File: config.mk
export PLATFORM = sky130hd
export DESIGN_NAME = seg_scan4_flat
export DESIGN_NICKNAME = d
export VERILOG_FILES = /design/src/rtl/seg_pkg.sv /design/src/rtl/seg_scan4_if.sv /design/src/rtl/hex7seg_dec.sv /design/src/rtl/seg_scan4.sv /design/src/flat_wrapper.sv
export SDC_FILE = /design/constraint.sdc
export NUM_CORES = 1
export LEC_CHECK = 0
export CELL_PAD_IN_SITES_DETAIL_PLACEMENT = 1
export CELL_PAD_IN_SITES_GLOBAL_PLACEMENT = 2
export CORE_MARGIN = 2
export CORE_UTILIZATION = 38
export CTS_CLUSTER_DIAMETER = 100
export DETAILED_ROUTE_END_ITERATION = 7
export GPL_ROUTABILITY_DRIVEN = 0
export GPL_TIMING_DRIVEN = 0
export PLACE_DENSITY_LB_ADDON = 0.3
export SYNTH_ARGS = -nofsm -noshare
export SYNTH_HDL_FRONTEND = slang
export SYNTH_SLANG_ARGS = --single-unit
File: constraint.sdc
create_clock -name clk -period 3.06 [get_ports clk]
set_clock_uncertainty 0.15 [all_clocks]
set_input_delay 0.459 -clock clk [delete_from_list [all_inputs] [get_ports clk]]
set_output_delay 0.459 -clock clk [all_outputs]
set_load 0.05 [all_outputs]
File: src/rtl/seg_pkg.sv
// Shared constants for the seven-segment scan path: off patterns, digit count,
// active-low hex segment table and the snapshot layout.
package seg_pkg;

    localparam int NUM_DIGITS = 4;

    localparam logic [7:0] SEG_OFF = 8'hFF;
    localparam logic [3:0] SEL_OFF = 4'hF;

    // Active-low {g,f,e,d,c,b,a}, indexed by hex value 0..F
    localparam logic [0:15][6:0] HEX_SEG = {
        7'h40, 7'h79, 7'h24, 7'h30,
        7'h19, 7'h12, 7'h02, 7'h78,
        7'h00, 7'h10, 7'h08, 7'h03,
        7'h46, 7'h21, 7'h06, 7'h0E
    };

    typedef enum logic {
        PH_BLANK = 1'b0,
        PH_DRIVE = 1'b1
    } phase_e;

    // Field order matches the {blank, dig_en, dp, digits} input concatenation
    typedef struct packed {
        logic                         blank;
        logic [NUM_DIGITS-1:0]        dig_en;
        logic [NUM_DIGITS-1:0]        dp;
        logic [NUM_DIGITS-1:0][3:0]   digits;
    } snap_t;

    function automatic logic [NUM_DIGITS-1:0] sel_onehot_n(input logic [1:0] i);
        return ~(4'b0001 << i);
    endfunction

endpackage

File: src/rtl/seg_scan4_if.sv
// Display bus: digit data in from the selection logic, pin drives out.
interface seg_scan4_if;
    logic [15:0] digits;
    logic [3:0]  dp;
    logic [3:0]  dig_en;
    logic        blank;
    logic [3:0]  io_sel;
    logic [7:0]  io_seg;
    logic        frame_tick;

    modport master (
        output digits, dp, dig_en, blank,
        input  io_sel, io_seg, frame_tick
    );

    modport slave (
        input  digits, dp, dig_en, blank,
        output io_sel, io_seg, frame_tick
    );
endinterface

File: src/rtl/hex7seg_dec.sv
// Combinational hex-to-seven-segment decoder, active-low, dp not included.
module hex7seg_dec
    import seg_pkg::*;
(
    input  logic [3:0] val,
    output logic [6:0] seg
);
    assign seg = HEX_SEG[val];
endmodule

File: src/rtl/seg_scan4.sv
// Four-digit common-anode scan driver with per-slot blanking gap.
// Optional leading-zero suppression when SEG_LZ_SUPPRESS_EN is defined.
module seg_scan4
    import seg_pkg::*;
#(
    parameter int DIGIT_TICKS = 50000,
    parameter int BLANK_TICKS = 500
)(
    input  logic       clk,
    input  logic       rst_n,
    seg_scan4_if.slave bus
);
    localparam int             CW      = $clog2(DIGIT_TICKS);
    localparam logic [CW-1:0]  CNT_MAX = CW'(DIGIT_TICKS - 1);
    localparam logic [CW-1:0]  CNT_BLK = CW'(BLANK_TICKS);

    logic [CW-1:0] cnt;
    logic [1:0]    idx;
    snap_t         snap;

    logic slot_end, frame_end, load;
    phase_e phase;

    assign slot_end  = (cnt == CNT_MAX);
    assign frame_end = slot_end && (idx == 2'd3);
    assign load      = (cnt == '0) && (idx == 2'd0);
    assign phase     = (cnt >= CNT_BLK) ? PH_DRIVE : PH_BLANK;

    always_ff @(posedge clk or negedge rst_n) begin
        if (!rst_n) begin
            cnt <= '0;
            idx <= 2'd0;
        end else if (slot_end) begin
            cnt <= '0;
            idx <= idx + 2'd1;
        end else begin
            cnt <= cnt + 1'b1;
        end
    end

    // Frame-coherent copy of the inputs; mid-frame edits wait for the next frame
    always_ff @(posedge clk or negedge rst_n) begin
        if (!rst_n)
            snap <= '0;
        else if (load)
            snap <= {bus.blank, bus.dig_en, bus.dp, bus.digits};
    end

    logic [NUM_DIGITS-1:0][6:0] seg_dig;

    for (genvar g = 0; g < NUM_DIGITS; g++) begin : g_dec
        hex7seg_dec u_dec (
            .val (snap.digits[g]),
            .seg (seg_dig[g])
        );
    end

    logic [NUM_DIGITS-1:0] show;

`ifdef SEG_LZ_SUPPRESS_EN
    logic [NUM_DIGITS-1:0] supp;
    logic                  hi_off;

    // Walk from the most significant digit; suppression stops at the first
    // enabled non-zero digit, and digit 0 always stays eligible.
    always_comb begin
        supp   = '0;
        hi_off = 1'b1;
        for (int i = NUM_DIGITS - 1; i >= 1; i--) begin
            supp[i] = (snap.digits[i] == 4'h0) && hi_off;
            hi_off  = hi_off && (!snap.dig_en[i] || supp[i]);
        end
    end

    assign show = snap.dig_en & ~supp & {NUM_DIGITS{~snap.blank}};
`else
    assign show = snap.dig_en & {NUM_DIGITS{~snap.blank}};
`endif

    logic [3:0] sel_nxt;
    logic [7:0] seg_nxt;

    always_comb begin
        sel_nxt = SEL_OFF;
        seg_nxt = SEG_OFF;
        if (phase == PH_DRIVE && show[idx]) begin
            sel_nxt = sel_onehot_n(idx);
            seg_nxt = {~snap.dp[idx], seg_dig[idx]};
        end
    end

    // Select and segments share one register stage so they switch together,
    // and every digit change passes through an all-off gap.
    always_ff @(posedge clk or negedge rst_n) begin
        if (!rst_n) begin
            bus.io_sel     <= SEL_OFF;
            bus.io_seg     <= SEG_OFF;
            bus.frame_tick <= 1'b0;
        end else begin
            bus.io_sel     <= sel_nxt;
            bus.io_seg     <= seg_nxt;
            bus.frame_tick <= frame_end;
        end
    end

endmodule
File: src/flat_wrapper.sv
// flat-port wrapper written by rule: the top's interface ports become plain ports
module seg_scan4_flat import seg_pkg::*;
#(
    parameter int DIGIT_TICKS = 50000,
    parameter int BLANK_TICKS = 500
)
  (clk, rst_n, bus_digits, bus_dp, bus_dig_en, bus_blank, bus_io_sel, bus_io_seg, bus_frame_tick);
  seg_scan4_if bus_i ();
  input  logic clk;
  input  logic rst_n;
  input wire logic [$bits(bus_i.digits)-1:0] bus_digits;
  input wire logic [$bits(bus_i.dp)-1:0] bus_dp;
  input wire logic [$bits(bus_i.dig_en)-1:0] bus_dig_en;
  input wire logic [$bits(bus_i.blank)-1:0] bus_blank;
  output wire logic [$bits(bus_i.io_sel)-1:0] bus_io_sel;
  output wire logic [$bits(bus_i.io_seg)-1:0] bus_io_seg;
  output wire logic [$bits(bus_i.frame_tick)-1:0] bus_frame_tick;
  assign bus_i.digits = bus_digits;
  assign bus_i.dp = bus_dp;
  assign bus_i.dig_en = bus_dig_en;
  assign bus_i.blank = bus_blank;
  assign bus_io_sel = bus_i.io_sel;
  assign bus_io_seg = bus_i.io_seg;
  assign bus_frame_tick = bus_i.frame_tick;
  seg_scan4 #(.DIGIT_TICKS(DIGIT_TICKS), .BLANK_TICKS(BLANK_TICKS)) u_core (.clk(clk), .rst_n(rst_n), .bus(bus_i));
endmodule
==> metrics.md, run 1 <==
| Metric | Value |
|---|---|
| Run status | completed |
| First-iteration detailed-routing DRC count | 73 |
| Static Leakage | 1.84 nW |
| Post-synth top cells | dfrtp_1, ha_1, nor2_1 |
| Capturing point of the worst reg2reg path | u_core.snap[4]$_DFFE_PN0P_ |
| CTS tree | built |
| Slew @ Worst Pin | 738 ps |
| Async SR Flop Fraction | 100% |
| Die height | 102 µm |
| Synth Warn # | 0 |
| Synth Register Bits | 56 |
| Worst R2R Setup Slack | 540 ps |
| Main combinational cell family by area after synthesis | multiplexers |
| Number of global-route vias before repair | 2829 |
| Worst relative slew slack | 50.4% |
| Final Non-Filler Cells | 501 |
| Fillcell total | 1030 |
| Minimum hold slack | 348 ps |
| Final Setup Violations | 0 |
| Met2 Routed Length | 4060 µm |
| Synth area leader | dfrtp_1 |
| Post-Synth XOR/XNOR Area | 3.15% |
| Final hold vios | 0 |
| Post-Synth Simple-Gate Area | 13.6% |
| Initial Utilization | 39.1% |
| CP Launch Type | register |
| Placed insts | 492 |
| WL final | 8370 µm |
| H-Tree Depth | 2 |
| Fraction of layout cells with a size suffix above 1 | 21.2% |
| Number of flops mapped to enable cells by yosys | 0 |
| Synth top area cells | dfrtp_1, ha_1, dfstp_2, mux2_4, mux2_2 |
| CP startpoint | u_core.idx[1]$_DFFE_PN0N_ |
| Deepest clock path buffer count | 2 |
| Worst-Skew Late Latency | 310 ps |
| Final antenna-violating net count | 0 |
| Post-CTS setup buffers | 0 |
| Cell Area, Synth | 3620 µm² |
| Mean Syn Cell Area | 11.2 µm² |
| First-pass GRT wire length | 14400 µm |
| Area of the core | 9240 µm² |
| Post-DP HPWL | 6280 µm |
| Die width | 102 µm |
| Total grt overflow | 0 |
| IO Count | 40 |
| Post-synthesis cell count | 323 |
| Min-Delay Path Class | register to register |
| Placed Instance Area | 4180 µm² |
| Via count | 2599 |
| Crit path max fanout | 10 |
| Layout Utilization | 46.4% |
| Top_reg_cell synth | dfrtp_1 |
| Worst R2R Path Depth | 8 |
| Via/cell ratio | 5.19 |
| Initial antenna violation count | 0 |
| CTS buffer count | 5 |
| Area share of fa/ha/maj cells after synthesis | 10.4% |
| Crit path capture | u_core.snap[4]$_DFFE_PN0P_ |
| Critical path type | register to register |
| Max-cap violations | 0 |
| Max-slew violations | 0 |
| Total Routing Usage GR | 17.7% |
| Clock transition at path regs | 110 ps |
| RSZ-0062 raised after global routing | no |
| DR top layer | met4 |
| Compound-Gate Fraction of Synth Area | 9.48% |
| Most frequent cell after synthesis | dfrtp_1 |
| Sink Count | 56 |
| Area grow syn2layout | 18.5% |
| Die area | 10300 µm² |
| Number of port buffers | 39 |
| Net Count, Synth | 380 |
| Post-route DRC | 0 |
| Sequential-to-total area share from yosys stat | 39.2% |
| PwrDens | 325 nW/µm² |
| N_diodes | 0 |
| Worst EP required | 3110 ps |
| Critical path endpoint category | register |
| Maximum vdd drop | 0.195 mV |
| TritonRoute pass-1 iters | 6 |
| Post-route design area | 4290 µm² |
| Fmax | 396 MHz |
| Fin crit share | 82.5% |
| WL met1 | 4010 µm |
| Cell variety after synth | 54 |
| Met3 WL | 206 µm |
| FF-to-FF Start | u_core.idx[1]$_DFFE_PN0N_ |
| Average wire per standard cell | 16.7 µm |
| Largest net degree at the start of global routing | 36 |
| Multiplexer share of the synthesized area | 18.6% |
| Clock root buffer | clkbuf_8 |
| Crit path arrival time | 2580 ps |
| Core Rows | 35 |
| Minimum clock period after layout | 2520 ps |
| Top cell type's share of synthesized area | 30.4% |
| Final nets | 428 |
## worst min path at each step
stage / from / to / slack, ps / depth (start not counted)
after floorplan: rst_n / u_core.bus.frame_tick$_DFF_PN0_ / 10 / 0
final: u_core.cnt[12]$_DFF_PN0_ / u_core.cnt[12]$_DFF_PN0_ / 350 / 1
after global placement: u_core.cnt[12]$_DFF_PN0_ / u_core.cnt[12]$_DFF_PN0_ / 340 / 1
after global routing: u_core.cnt[12]$_DFF_PN0_ / u_core.cnt[12]$_DFF_PN0_ / 390 / 1
after CTS: u_core.cnt[12]$_DFF_PN0_ / u_core.cnt[12]$_DFF_PN0_ / 350 / 1
after detailed placement: rst_n / u_core.snap[17]$_DFFE_PN0P_ / 320 / 1
## through the flow
step / setup WS (ps) / setup TNS [ps] / power [W]
after global routing: 316 / 0 / 0.00146
final: 536 / 0 / 0.00140
after floorplan: 773 / 0 / 0.000902
after CTS: 50.3 / 0 / 0.00142
after global placement: -388 / -16920 / 0.000979
after detailed placement: 99.4 / 0 / 0.000986
## where the power goes
part | switching, W | internal [W] | total, W
sequential | 0.0000212 | 0.000757 | 0.000778
clock | 0.000261 | 0.000164 | 0.000425
combinational | 0.0000845 | 0.000108 | 0.000193
## cell type report
cell class / instances / area (µm²) / share of cell area (%)
flip-flops and latches: 56 / 1420 / 33.0
repair buffers: 41 / 415 / 9.69
clock buffers: 6 / 72.6 / 1.69
well taps: 129 / 161 / 3.76
multi-input cells: 229 / 2000 / 46.6
plain buffers: 17 / 126 / 2.95
clock inverters: 2 / 16.3 / 0.379
inverters: 21 / 82.6 / 1.93
## sequential cells by signal, indices dropped and copies added, names as in the netlist
register               flops
u_core.bus.io_seg          8
u_core.idx                 2
u_core.cnt                16
u_core.bus.io_sel          4
u_core.bus.frame_tick      1
u_core.snap               25
## routing by layer
metal	track usage [%]	up-vias
li1	-	1251
met1	24.4	1297
met2	29.1	43
met3	2.48	8
met4	4.89	0
met5	0	-
## cell usage in the layout, fill, tap and decap left out, types with 3 or more instances in the layout
master and count:
a211oi_1 4, a21oi_1 4, a221oi_1 5, a31oi_1 5
and3_1 4, buf_12 3, buf_2 6, buf_6 3
clkbuf_1 7, clkbuf_8 5, clkdlybuf4s50_1 38, dfrtp_1 44
dfstp_2 12, ha_1 30, inv_1 19, mux2_2 15
mux2_4 20, mux2i_1 7, mux4_2 6, nand2_1 16
nand3_1 7, nand4_1 3, nor2_1 26, nor2b_1 12
nor3_1 9, o21ai_0 6, o311ai_0 4, xnor2_1 5
xor2_1 8
## cells by family (layout without fill, tap and decap cells)
| logic type | after synthesis | in the layout |
|---|---|---|
| AO/OA/AOI/OAI | 46 | 46 |
| XOR/XNOR | 13 | 13 |
| adder cells (fa/ha/maj) | 30 | 30 |
| buffers and inverters | 38 | 87 |
| flip-flops | 56 | 56 |
| multiplexers | 48 | 48 |
| AND/OR/NAND/NOR | 92 | 92 |
## worst max-delay path, stage by stage (launching register included)
cell	delay (ps)
dfrtp_1	420
clkbuf_2	240
clkinvlp_4	250
ha_1	210
nor4bb_1	250
and4_1	240
buf_6	170
buf_12	160
mux2_4	300
## timing repair
| item | in CTS | in global routing |
|---|---|---|
| setup endpoints to repair | 0 | 20 |
| gates resized for setup | 0 | 3 |
| endpoints found under the hold margin | 13 | 0 |
| hold buffers | 1 | 0 |
Note: power is estimated with default switching activity, not from simulation.
==> run 2: changes to the inputs <==
--- a/config.mk
+++ b/config.mk
@@ -8,7 +8,7 @@
 export CELL_PAD_IN_SITES_DETAIL_PLACEMENT = 1
 export CELL_PAD_IN_SITES_GLOBAL_PLACEMENT = 2
 export CORE_MARGIN = 2
-export CORE_UTILIZATION = 38
+export CORE_UTILIZATION = 34
 export CTS_CLUSTER_DIAMETER = 100
 export DETAILED_ROUTE_END_ITERATION = 7
 export GPL_ROUTABILITY_DRIVEN = 0
==> constraint.sdc (replaced) <==
create_clock -name clk -period 2.3 [get_ports clk]
set_clock_uncertainty 0.15 [all_clocks]
set_input_delay 0.345 -clock clk [delete_from_list [all_inputs] [get_ports clk]]
set_output_delay 0.345 -clock clk [all_outputs]
set_load 0.05 [all_outputs]
==> metrics.md, run 2 (synthesis gave the netlist of run 1 again) <==
| Metric | Value |
|---|---|
| Die area | 11500 µm² (was 10300 µm²) |
| Total Routing Usage GR | 16.6% (was 17.7%) |
| Initial Utilization | 35.0% (was 39.1%) |
| Minimum hold slack | 331 ps (was 348 ps) |
| Clock transition at path regs | 110 ps (about the same) |
| Average wire per standard cell | 17.0 µm (was 16.7 µm) |
| First-pass GRT wire length | 14600 µm (was 14400 µm) |
| Static Leakage | 1.94 nW (was 1.84 nW) |
| Crit path max fanout | 10 (unchanged) |
| Min-Delay Path Class | input port to async pin (was register to register) |
| Largest register FFs | 25 (unchanged) |
| Fin crit share | 98.5% (was 82.5%) |
| Number of global-route vias before repair | 2818 (was 2829) |
| Worst-Skew Late Latency | 350 ps (was 310 ps) |
| FF-to-FF Start | u_core.idx[1]$_DFFE_PN0N_ (unchanged) |
| Maximum vdd drop | 0.214 mV (was 0.195 mV) |
| Core Rows | 37 (was 35) |
| N_diodes | 0 (unchanged) |
| Via count | 2616 (was 2599) |
| TritonRoute pass-1 iters | 4 (was 6) |
| First-iteration detailed-routing DRC count | 80 (was 73) |
| Critical path endpoint category | register (unchanged) |
| Post-route DRC | 0 (unchanged) |
| Worst relative slew slack | 54.9% (was 50.4%) |
| Placed Instance Area | 4190 µm² (was 4180 µm²) |
| Die width | 107 µm (was 102 µm) |
| Total grt overflow | 0 (unchanged) |
| WL final | 8850 µm (was 8370 µm) |
| Max-cap violations | 0 (unchanged) |
| Worst R2R Setup Slack | 40 ps (was 540 ps) |
| M1 GR Usage | 21.1% (was 24.4%) |
| Die height | 107 µm (was 102 µm) |
| Number of port buffers | 39 (unchanged) |
| CP Launch Type | register (unchanged) |
| PwrDens | 424 nW/µm² (was 325 nW/µm²) |
| Clock root buffer | clkbuf_8 (unchanged) |
| Largest net degree at the start of global routing | 38 (was 36) |
| Fillcell total | 1142 (was 1030) |
| Slew @ Worst Pin | 659 ps (was 738 ps) |
| Critical path type | register to register (unchanged) |
| Total power draw | 0.00189 W (was 0.00140 W) |
| CTS tree | built (unchanged) |
| GR peak layer | met2 (unchanged) |
| Most frequent cells in the layout | dfrtp_1, clkdlybuf4s50_1, ha_1 (unchanged) |
| Deepest clock path buffer count | 2 (unchanged) |
| Fraction of layout cells with a size suffix above 1 | 26.1% (was 21.2%) |
| GR met2 Demand/Resource | 28.1% (was 29.1%) |
| Reg with most FFs | u_core.snap (unchanged) |
| Worst slack, placed | -664 ps (was 99.4 ps) |
| Run status | completed (unchanged) |
| Final antenna-violating net count | 0 (unchanged) |
| Top flop regs | u_core.snap x25, u_core.cnt x16, u_core.bus.io_seg x8 (unchanged) |
| Post-DP HPWL | 6340 µm (was 6280 µm) |
| Final hold vios | 0 (unchanged) |
| Worst R2R Path Depth | 8 (unchanged) |
| Critical path buffers and inverters | 4 (unchanged) |
| Worst path max stage delay | 410 ps (was 420 ps) |
| Met3 Resource Use GR | 2.92% (was 2.48%) |
| Commonest non-fill, non-tap cell in the layout | dfrtp_1 (unchanged) |
| Worst EP required | 2370 ps (was 3110 ps) |
| Crit path arrival time | 2340 ps (was 2580 ps) |
| Cell family with the largest share of critical-path delay | buffers and inverters (unchanged) |
| Via/cell ratio | 5.04 (was 5.19) |
| Crit-path cells | buf_8 -> inv_8 -> ha_2 -> nor4bb_2 -> and4_1 -> buf_6 -> clkbuf_16 -> mux2_4 (was clkbuf_2 -> clkinvlp_4 -> ha_1 -> nor4bb_1 -> and4_1 -> buf_6 -> buf_12 -> mux2_4) |
| Final nets | 439 (was 428) |
| Minimum clock period after layout | 2260 ps (was 2520 ps) |
| Capturing point of the worst reg2reg path | u_core.snap[4]$_DFFE_PN0P_ (unchanged) |
| Post-route design area | 4450 µm² (was 4290 µm²) |
| RSZ-0062 raised after global routing | yes (was no) |
| Fmax | 442 MHz (was 396 MHz) |
| Final WS setup | 35.3 ps (was 536 ps) |
| H-Tree Depth | 2 (unchanged) |
| Final Setup Violations | 0 (unchanged) |
| Area of the core | 10300 µm² (was 9240 µm²) |
| Slowest library cell on the worst path | dfrtp_1 (unchanged) |
| IO Count | 40 (unchanged) |
| Sink Count | 56 (unchanged) |
| Area grow syn2layout | 23.1% (was 18.5%) |
| Initial antenna violation count | 0 (unchanged) |
| Max-slew violations | 0 (unchanged) |
| CTS buffer count | 5 (unchanged) |
==> run 2: cell types whose count changed in the layout (fill, tap and decap cells not counted), moves of 3 or more <==
cell,change
clkbuf_1,-3
buf_4,+10
mux2_4,+3
mux2_2,-3
==> run 2: through the flow <==
stage          TNS, ps  std cells  util, %
6_report             0        519     43.1
5_1_grt           -302        519     43.1
4_1_cts           -255        515     42.4
3_5_place_dp    -15860        499     40.6
3_3_place_gp    -69260        498     40.5
2_1_floorplan        0        323        -
==> run 2: worst register-to-register path, stage by stage (launching register included) <==
cell       delay [ps]
dfrtp_1           410
buf_8             160
inv_8              90
ha_2              200
nor4bb_2          270
and4_1            230
buf_6             160
clkbuf_16         180
mux2_4            290
==> run 2: repair_timing <==
action,in CTS,in global routing
pin swaps,2,3
setup buffers,7,4
gates resized for setup,9,12
gates cloned,0,1
setup endpoints to repair,29,43
hold buffers,1,0
hold endpoints to repair,10,0
==> run 2: worst max-delay path by stage <==
stage	startpoint	endpoint	slack [ps]	cells after the start
global placement	rst_n	u_core.snap[12]$_DFFE_PN0P_	-1090	1
detailed placement	u_core.idx[1]$_DFFE_PN0N_	u_core.snap[3]$_DFFE_PN0P_	-660	8
CTS	u_core.cnt[13]$_DFF_PN0_	u_core.snap[6]$_DFFE_PN0P_	-40	6
finish	u_core.idx[1]$_DFFE_PN0N_	u_core.snap[4]$_DFFE_PN0P_	40	8
global route	u_core.idx[1]$_DFFE_PN0N_	u_core.snap[4]$_DFFE_PN0P_	-30	8
floorplan	u_core.idx[1]$_DFFE_PN0N_	u_core.snap[0]$_DFFE_PN0P_	10	8
==> run 2: layout make-up <==
type / instances / area (µm²) / share of cell area [%]
inverters: 21 / 87.6 / 1.97
plain buffers: 16 / 136 / 3.06
clock buffers: 5 / 68.8 / 1.54
repair buffers: 53 / 527 / 11.8
flip-flops and latches: 56 / 1420 / 31.9
multi-input cells: 229 / 2020 / 45.4
well taps: 136 / 170 / 3.82
clock inverters: 3 / 22.5 / 0.506
==> run 2: layer usage <==
metal / vias to the layer above / wire length [µm]
met2: 32 / 4330
met4: 0 / 128
met3: 8 / 223
li1: 1280 / -
met1: 1296 / 4170
met5: - / 0
==> run 2: power by group <==
group          leakage (nW)  internal (W)  switching, W
combinational          1.22      0.000145      0.000115
clock                0.0485      0.000220      0.000374
sequential            0.665       0.00101     0.0000294
==> run 3: changes to the inputs <==
--- a/config.mk
+++ b/config.mk
@@ -6,14 +6,14 @@
 export NUM_CORES = 1
 export LEC_CHECK = 0
 export CELL_PAD_IN_SITES_DETAIL_PLACEMENT = 1
-export CELL_PAD_IN_SITES_GLOBAL_PLACEMENT = 2
+export CELL_PAD_IN_SITES_GLOBAL_PLACEMENT = 1
 export CORE_MARGIN = 2
-export CORE_UTILIZATION = 34
+export CORE_UTILIZATION = 41
 export CTS_CLUSTER_DIAMETER = 100
 export DETAILED_ROUTE_END_ITERATION = 7
 export GPL_ROUTABILITY_DRIVEN = 0
 export GPL_TIMING_DRIVEN = 0
-export PLACE_DENSITY_LB_ADDON = 0.3
+export PLACE_DENSITY_LB_ADDON = 0.1
 export SYNTH_ARGS = -nofsm -noshare
 export SYNTH_HDL_FRONTEND = slang
 export SYNTH_SLANG_ARGS = --single-unit
==> metrics.md, run 3 (synthesis gave the netlist of run 1 again) <==
| Metric | Value |
|---|---|
| Run status | completed (unchanged) |
| Die width | 97.9 µm (was 107 µm) |
| Sink Count | 56 (unchanged) |
| Critical path endpoint category | register (unchanged) |
| CP startpoint | u_core.cnt[13]$_DFF_PN0_ (was u_core.idx[1]$_DFFE_PN0N_) |
| Slew @ Worst Pin | 639 ps (was 659 ps) |
| Largest register FFs | 25 (unchanged) |
| CTS tree | built (unchanged) |
| N_diodes | 0 (unchanged) |
| Most frequent cells in the layout | dfrtp_1, clkdlybuf4s50_1, ha_1 (unchanged) |
| Fmax | 437 MHz (was 442 MHz) |
| Reg with most FFs | u_core.snap (unchanged) |
| Worst R2R Path Depth | 6 (was 8) |
| RSZ-0062 raised after global routing | yes (unchanged) |
| Final Setup Violations | 0 (unchanged) |
| Crit path max fanout | 7 (was 10) |
| IO Count | 40 (unchanged) |
| Max-cap violations | 0 (unchanged) |
| Clock transition at path regs | 110 ps (about the same) |
| Sw power | 0.000518 W (about the same) |
| Initial antenna violation count | 0 (unchanged) |
| Worst-Skew Late Latency | 320 ps (was 350 ps) |
| Final hold vios | 0 (unchanged) |
| Area of the core | 8640 µm² (was 10300 µm²) |
| Crit path capture | u_core.snap[7]$_DFFE_PN0P_ (was u_core.snap[4]$_DFFE_PN0P_) |
| Maximum vdd drop | 0.228 mV (was 0.214 mV) |
| Crit path arrival time | 2360 ps (was 2340 ps) |
| Critical path type | register to register (unchanged) |
| Capturing point of the worst reg2reg path | u_core.snap[7]$_DFFE_PN0P_ (was u_core.snap[4]$_DFFE_PN0P_) |
| Number of port buffers | 39 (unchanged) |
| Largest net degree at the start of global routing | 40 (was 38) |
| FF-to-FF Start | u_core.cnt[13]$_DFF_PN0_ (was u_core.idx[1]$_DFFE_PN0N_) |
| Average wire per standard cell | 18.3 µm (was 17.0 µm) |
| Final antenna-violating net count | 0 (unchanged) |
| Area grow syn2layout | 23.4% (was 23.1%) |
| Initial Utilization | 41.9% (was 35.0%) |
| CTS buffer count | 5 (unchanged) |
| Sw frac | 27.3% (was 27.4%) |
| Min-Delay Path Class | input port to async pin (unchanged) |
| Final WS setup | 12.8 ps (was 35.3 ps) |
| Die height | 97.9 µm (was 107 µm) |
| Clock root buffer | clkbuf_8 (unchanged) |
| Post-route design area | 4460 µm² (was 4450 µm²) |
| PwrDens | 425 nW/µm² (was 424 nW/µm²) |
| Commonest non-fill, non-tap cell in the layout | dfrtp_1 (unchanged) |
| Fraction of layout cells with a size suffix above 1 | 25.7% (was 26.1%) |
| Static Leakage | 1.96 nW (was 1.94 nW) |
| Final nets | 441 (was 439) |
| Worst EP required | 2370 ps (about the same) |
| CP Launch Type | register (unchanged) |
| Core Rows | 34 (was 37) |
| Flop pwr share | 54.7% (was 54.8%) |
| Total grt overflow | 0 (unchanged) |
| Worst R2R Setup Slack | 10 ps (was 40 ps) |
| Register area | 1420 µm² (about the same) |
| First-pass GRT wire length | 14300 µm (was 14600 µm) |
| Clock share of power | 31.5% (was 31.4%) |
| Multi-input gate area | 2030 µm² (was 2020 µm²) |
| Post-DP HPWL | 6340 µm (about the same) |
| TritonRoute pass-1 iters | 4 (unchanged) |
| Internal power | 0.00138 W (was 0.00137 W) |
| Logic gate share of total power | 13.9% (was 13.8%) |
| Top flop regs | u_core.snap x25, u_core.cnt x16, u_core.bus.io_seg x8 (unchanged) |
| Worst relative slew slack | 57.0% (was 54.9%) |
| Worst slack, placed | -689 ps (was -664 ps) |
| Max-slew violations | 0 (unchanged) |
| Post-route DRC | 0 (unchanged) |
| Die area | 9590 µm² (was 11500 µm²) |
| Fin crit share | 99.4% (was 98.5%) |
| First-iteration detailed-routing DRC count | 67 (was 80) |
| Fillcell total | 928 (was 1142) |
| Placed Instance Area | 4160 µm² (was 4190 µm²) |
| Via count | 2660 (was 2616) |
| Minimum clock period after layout | 2290 ps (was 2260 ps) |
| WL final | 9000 µm (was 8850 µm) |
| Deepest clock path buffer count | 2 (unchanged) |
| H-Tree Depth | 2 (unchanged) |
| Via/cell ratio | 5.40 (was 5.04) |
| Total Routing Usage GR | 18.6% (was 16.6%) |
| Number of global-route vias before repair | 2831 (was 2818) |
## run 3: cell types whose count changed in the layout (fill, tap and decap cells not counted), sizes merged
cell,delta
buf,+2
clkinvlp,+1
inv,+2
clkinv,-3
## run 3: worst min path at each step
stage | start | to | slack [ps] | depth (start not counted)
after floorplan | rst_n | u_core.bus.frame_tick$_DFF_PN0_ | -100 | 0
after global placement | u_core.cnt[12]$_DFF_PN0_ | u_core.cnt[12]$_DFF_PN0_ | 320 | 1
after detailed placement | rst_n | u_core.snap[8]$_DFFE_PN0P_ | 160 | 1
after CTS | rst_n | u_core.snap[8]$_DFFE_PN0P_ | 340 | 2
after global routing | rst_n | u_core.snap[6]$_DFFE_PN0P_ | 360 | 2
final | rst_n | u_core.snap[8]$_DFFE_PN0P_ | 330 | 2
## run 3: metrics by stage
step	utilization, %	std cells	power (W)	setup TNS [ps]	hold WS [ps]
global route	51.7	493	0.00199	-1150	364
global placement	48.0	470	0.00130	-67340	323
floorplan	-	323	0.00120	0	-101
detailed placement	48.1	471	0.00131	-16280	162
finish	51.7	493	0.00190	0	328
CTS	49.9	484	0.00192	0	345
## run 3: per-layer routing
metal	share of wire, %	GRT usage (%)	up-vias
met5	0	0	-
met4	0.84	5.24	0
met3	2.4	2.51	8
met2	53	33.4	35
met1	44	23.3	1346
li1	-	-	1271
## run 3: power by group through the flow
stage | Clock (W) | Sequential [W] | Combinational (W)
6_report | 0.000596 | 0.00104 | 0.000263
5_1_grt | 0.000655 | 0.00104 | 0.000290
4_1_cts | 0.000622 | 0.00104 | 0.000262
3_5_place_dp | 0 | 0.00105 | 0.000259
3_3_place_gp | 0 | 0.00105 | 0.000248
2_1_floorplan | 0 | 0.00105 | 0.000155
## run 3: repair_timing
action | in CTS | in global routing
hold endpoints to repair | 11 | 0
setup endpoints to repair | 29 | 28
pin swaps | 0 | 1
gates resized for setup | 7 | 14
hold buffers | 1 | 0
cloned | 0 | 2
setup buffers | 4 | 8
## run 3: final cells by class
| cell class | instances | area share [%] |
|---|---|---|
| tap | 108 | 3.03 |
| clock buffer | 5 | 1.54 |
| inverter | 21 | 1.99 |
| multi-input combinational | 229 | 45.5 |
| buffer | 16 | 2.97 |
| clock inverter | 3 | 0.561 |
| timing repair buffer | 55 | 12.7 |
| sequential | 56 | 31.8 |
## run 3: worst max-delay path: stages (launching register included)
cell and delay, ps:
dfrtp_1 400, or4_4 560, nor4_4 160, and4_1 240, buf_6 190, clkbuf_16 180
mux2_4 290
